==> src/rtl/srl_delay_ctl.sv <==
// Sequencer for an SRL64E variable delay line: slews the tap address one step per sample,
// tracks fill level for output validity, and zero-fills the line on request.
module srl_delay_ctl #(
  parameter int unsigned AW    = 6,
  parameter int unsigned FLUSH = 2 ** AW
) (
  input  logic          i_clk,
  input  logic          i_rstn,
  input  logic          i_stb,
  input  logic          i_dly_req,
  input  logic [AW-1:0] i_dly,
  output logic          o_dly_ack,
  input  logic          i_flush,
  output logic [AW-1:0] o_a,
  output logic          o_ce,
  output logic          o_zd,
  output logic          o_vld,
  output logic          o_busy,
  output logic          o_drop
);

  localparam logic [AW:0]   DepthW   = (AW + 1)'(2 ** AW);
  localparam logic [AW-1:0] FlushTop = AW'(FLUSH - 1);

  typedef enum logic [1:0] {StIdle, StSlew, StFlsh} state_e;

  state_e        r_state, w_state_d;
  logic [AW-1:0] r_cur, w_cur_d;
  logic [AW-1:0] r_tgt, w_tgt_d;
  logic [AW:0]   r_fill, w_fill_d;
  logic [AW-1:0] r_cnt, w_cnt_d;
  logic          r_ack, w_ack_d;
  logic          r_vld, w_vld_d;
  logic          r_drop, w_drop_d;

  always_ff @(posedge i_clk) begin
    if (!i_rstn) begin
      r_state <= StIdle;
      r_cur   <= '0;
      r_tgt   <= '0;
      r_fill  <= '0;
      r_cnt   <= '0;
      r_ack   <= 1'b0;
      r_vld   <= 1'b0;
      r_drop  <= 1'b0;
    end else begin
      r_state <= w_state_d;
      r_cur   <= w_cur_d;
      r_tgt   <= w_tgt_d;
      r_fill  <= w_fill_d;
      r_cnt   <= w_cnt_d;
      r_ack   <= w_ack_d;
      r_vld   <= w_vld_d;
      r_drop  <= w_drop_d;
    end
  end

  always_comb begin
    w_state_d = r_state;
    w_cur_d   = r_cur;
    w_tgt_d   = r_tgt;
    w_fill_d  = r_fill;
    w_cnt_d   = r_cnt;
    w_ack_d   = 1'b0;
    w_vld_d   = 1'b0;
    w_drop_d  = 1'b0;
    o_ce      = 1'b0;
    o_zd      = 1'b0;
    unique case (r_state)
      StFlsh: begin
        o_ce     = 1'b1;
        o_zd     = 1'b1;
        w_drop_d = i_stb;
        if (i_flush) begin
          w_cnt_d = FlushTop;
        end else if (r_cnt == '0) begin
          // Line is all zeros now, so any tap is valid: jump straight to the target.
          w_cur_d   = r_tgt;
          w_fill_d  = DepthW;
          w_state_d = StIdle;
        end else begin
          w_cnt_d = r_cnt - 1'b1;
        end
      end
      default: begin
        if (i_flush) begin
          w_drop_d  = i_stb;
          w_cnt_d   = FlushTop;
          w_state_d = StFlsh;
        end else begin
          o_ce = i_stb;
          // The cycle ACK is shown the requester still holds REQ; do not accept it twice.
          w_ack_d = i_dly_req & ~r_ack;
          if (i_stb) begin
            if (r_cur < r_tgt) begin
              w_cur_d = r_cur + 1'b1;
            end else if (r_cur > r_tgt) begin
              w_cur_d = r_cur - 1'b1;
            end
            w_fill_d = (r_fill == DepthW) ? r_fill : r_fill + 1'b1;
            w_vld_d  = (w_fill_d > {1'b0, w_cur_d});
          end
          if (w_ack_d) begin
            w_tgt_d = i_dly;
          end
          w_state_d = (w_cur_d == w_tgt_d) ? StIdle : StSlew;
        end
      end
    endcase
  end

  assign o_a       = r_cur;
  assign o_dly_ack = r_ack;
  assign o_vld     = r_vld;
  assign o_drop    = r_drop;
  assign o_busy    = (r_state != StIdle);

endmodule

==> config.mk <==
export PLATFORM = sky130hd
export DESIGN_NAME = srl_delay_ctl
export DESIGN_NICKNAME = d
export VERILOG_FILES = /design/src/rtl/srl_delay_ctl.sv
export SDC_FILE = /design/constraint.sdc
export NUM_CORES = 1
export LEC_CHECK = 0
export CAP_MARGIN = 20
export CORE_MARGIN = 5
export CORE_UTILIZATION = 55
export DETAILED_ROUTE_END_ITERATION = 8
export PLACE_DENSITY = 0.85
export SYNTH_ARGS = -nofsm -noshare
export SYNTH_HDL_FRONTEND = slang
export SYNTH_SLANG_ARGS = --single-unit
==> constraint.sdc <==
create_clock -name i_clk -period 6 [get_ports i_clk]
set_clock_uncertainty 0.15 [all_clocks]
set_input_delay 1.2 -clock i_clk [delete_from_list [all_inputs] [get_ports i_clk]]
set_output_delay 1.2 -clock i_clk [all_outputs]
set_load 0.02 [all_outputs]
==> reports/metrics.cfg <==
[die]
rows = 22
ios = 23
core_um2 = 3720
die_area_um2 = 5260
start_util = 0.579
die_w_um = 72.5
die_h_um = 72.5

[setup_path]
slowest_delay_ps = 760
critical_path_class = in -> out
arrival_ps = 3040
worst_path_most_repeated_cell = clkdlybuf4s50_1
r2r-start = o_a[3]$_SDFFE_PN0P_
crit_buf_inv = 3
worst_path_max_delay_cell = clkdlybuf4s50_1
cp_top_family = buffers and inverters
rrSetupSlack_ps = 2700
worstPathMaxFanout = 14
critical_path.startpoint = i_stb
path_depth = 4
path_cells = clkdlybuf4s50_1, inv_1, o21ai_0, clkdlybuf4s50_1
cp_data_required_time_ps = 4650
start_kind = primary input
cp-end-kind = output port
crit_end = o_ce
ff2ff_path_depth = 12
r2r_end = o_vld$_SDFF_PP0_

[yosys]
syn_nets = 298
ys_warn_count = 0
ys_seq_elements = 30
yosysTopAreaCellShare = 0.279
synthDistinctLibCells = 52
synthesis.area_um2 = 2150
avgSynthCellArea_um2 = 8.00
yosysSeqAreaShare = 0.279
synthTopCellsByArea = dfxtp_1 (28%), ha_1 (10%), xnor2_1 (8.6%)
synthCells = 269
yosysTopAreaCell = dfxtp_1

[power]
powerDensity_nw_per_um2 = 310
swShare = 0.361
total_power_mw = 0.768
power.switching_mw = 0.277
leakage_nw = 0.966
seqPwrFrac = 0.306
power_frac_comb = 0.423
ir_worst_vdd_mv = 0.163
power.clock.fraction = 0.272
p_int_mw = 0.491

[clock_tree]
cts_sinks = 30
clkTransAtPathRegs_ps = 60
cts.path.max_buffers = 2
postCtsSetupBuffers = 0
cts_buffers = 5
clk_latency_ps = 290
ctsResizeCount = 0
clockRootBuffer = clkbuf_8
ctsHoldBuffers = 0
tritoncts = built
cts_htree_levels = 2

[detailed_routing]
first_pass_iters = 4
viasPerCell = 5.92
postRouteWirelength_um = 4980
postRouteAntennaNets = 0
drt_iter0_drc = 122
wl_per_cell_um = 14.9
post-route-drc-count = 0
route.vias.total = 1978

[timing]
slew_viol_final = 0
hold_viol = 0
fin_ws_ps = 1610
period_share = 0.732
min_period_ps = 4390
max_freq_mhz = 228
slew_headroom = 0.378
rsz0062_at_grt = false
setup_violations = 0
worstMarginPinSlew_ps = 926
holdWs_ps = 356
fin_setup_tns_ps = 0

[placed_design]
dp.cells = 327
dp_hpwl_um = 3610
dp_slack_ps = 1650
place_area_um2 = 2370
portBuffers = 22
routabilityCongestion = 0.891

[outcome]
status = complete, no violations

[run]
max-cap-violations = 0

[finish]
final_area_um2 = 2480
nNetsFinal = 315
drive_above_1_share = 0.0629
final_util = 0.667
areaGrowthSynthToFinish_pct = 15.2
fin_cells = 334
n_antenna_cell = 0

[global_routing]
grt_pass1_vias = 1905
grt_start_max_net_pins = 27
grt_pass1_wl_um = 8630
grtUsageTotal = 0.207
antenna_found_initial = 0
grt_overflow = 0

[hold_path]
hold_path.class = reg -> reg

layout by cell type (no fill, tap or decap), drive strengths merged, types with 2 or more instances in the layout:
master,n
clkdlybuf4s50,22
xnor2,21
xor2,5
nand2,20
a21o,5
nor2,38
clkbuf,6
a221oi,3
o31ai,4
or2,3
dfxtp,30
ha,18
clkinv,2
a21oi,21
a22oi,8
or4,2
mux2i,10
nand3,12
nand2b,2
a211oi,2
and3,2
nor3,7
inv,16
o21ai,10
area by class of cell:
class | count | area, µm²
repair buffers | 22 | 220
clock buffers | 6 | 82.6
well taps | 48 | 60.1
inverters | 18 | 80.1
clock inverters | 1 | 30.0
flip-flops and latches | 30 | 601
multi-input cells | 209 | 1410
fillers | 310 | 1240
cells by family (layout without fill, tap and decap cells):
logic type               Yosys count  in the layout  synth area share
adder cells (fa/ha/maj)           18             18             0.105
multiplexers                      10             10            0.0465
XOR/XNOR                          26             26             0.106
buffers and inverters             30             47            0.0675
flip-flops                        30             30             0.279
AO/OA/AOI/OAI                     62             62             0.191
AND/OR/NAND/NOR                   93             93             0.205
layer usage:
metal  track usage  wire length, µm  vias up
li1              -                -      978
met1         0.270             2290      917
met2         0.325             2260       72
met3        0.0596              329       11
met4        0.0738              101        0
met5             0                0        -
cell usage after synthesis, drive strengths merged:
cell,instances
nor4,1
a221oi,3
or3,1
or4,2
ha,18
a311oi,1
a31o,1
a21oi,21
o21ai,10
or2,3
buf,5
mux2i,10
nand3b,1
nand4,1
a31oi,1
o31ai,4
clkbuf,7
nand3,12
dfxtp,30
nand2,20
o32a,1
a22oi,8
o21a,1
xor2,5
and3,2
inv,16
nor3,7
a32o,1
nand2b,2
xnor2,21
a41oi,1
clkinv,2
nor4b,1
and2,1
o2111a,1
o2111ai,1
a211oi,2
nor2,38
nor2b,1
a21o,5
sequential cells by signal (all words and copies together), names as in the netlist:
register and count:
o_dly_ack 1, r_state 2, r_tgt 6, o_a 6, r_fill 7, r_cnt 6
o_drop 1, o_vld 1
worst reg2reg max path, delay by kind of cell (launching register included):
| family | cells | cell delay, ps |
|---|---|---|
| muxes | 1 | 440 |
| adders and majority gates | 2 | 650 |
| xor gates and xnor gates | 1 | 130 |
| DFF | 1 | 590 |
| and+or+nand+nor | 1 | 360 |
| AOI/OAI and AO/OA | 7 | 870 |
how the worst min path moves through the flow:
stage	start	endpoint	cells past startpoint
after floorplan	r_tgt[2]$_SDFFE_PN0P_	r_tgt[2]$_SDFFE_PN0P_	2
after global placement	r_tgt[2]$_SDFFE_PN0P_	r_tgt[2]$_SDFFE_PN0P_	2
after detailed placement	r_cnt[0]$_SDFFE_PN0P_	r_cnt[0]$_SDFFE_PN0P_	1
after CTS	r_cnt[0]$_SDFFE_PN0P_	r_cnt[0]$_SDFFE_PN0P_	1
after global routing	r_fill[6]$_SDFFE_PN0P_	r_fill[6]$_SDFFE_PN0P_	2
final	r_cnt[0]$_SDFFE_PN0P_	r_cnt[0]$_SDFFE_PN0P_	1
power groups by stage:
stage / Combinational (mW) / Clock, mW / Sequential [mW]
global placement: 0.315 / 0 / 0.238
global route: 0.363 / 0.222 / 0.237
detailed placement: 0.321 / 0 / 0.238
finish: 0.325 / 0.209 / 0.235
CTS: 0.323 / 0.210 / 0.234
floorplan: 0.252 / 0 / 0.238
Note: power is estimated with default switching activity, not from simulation.
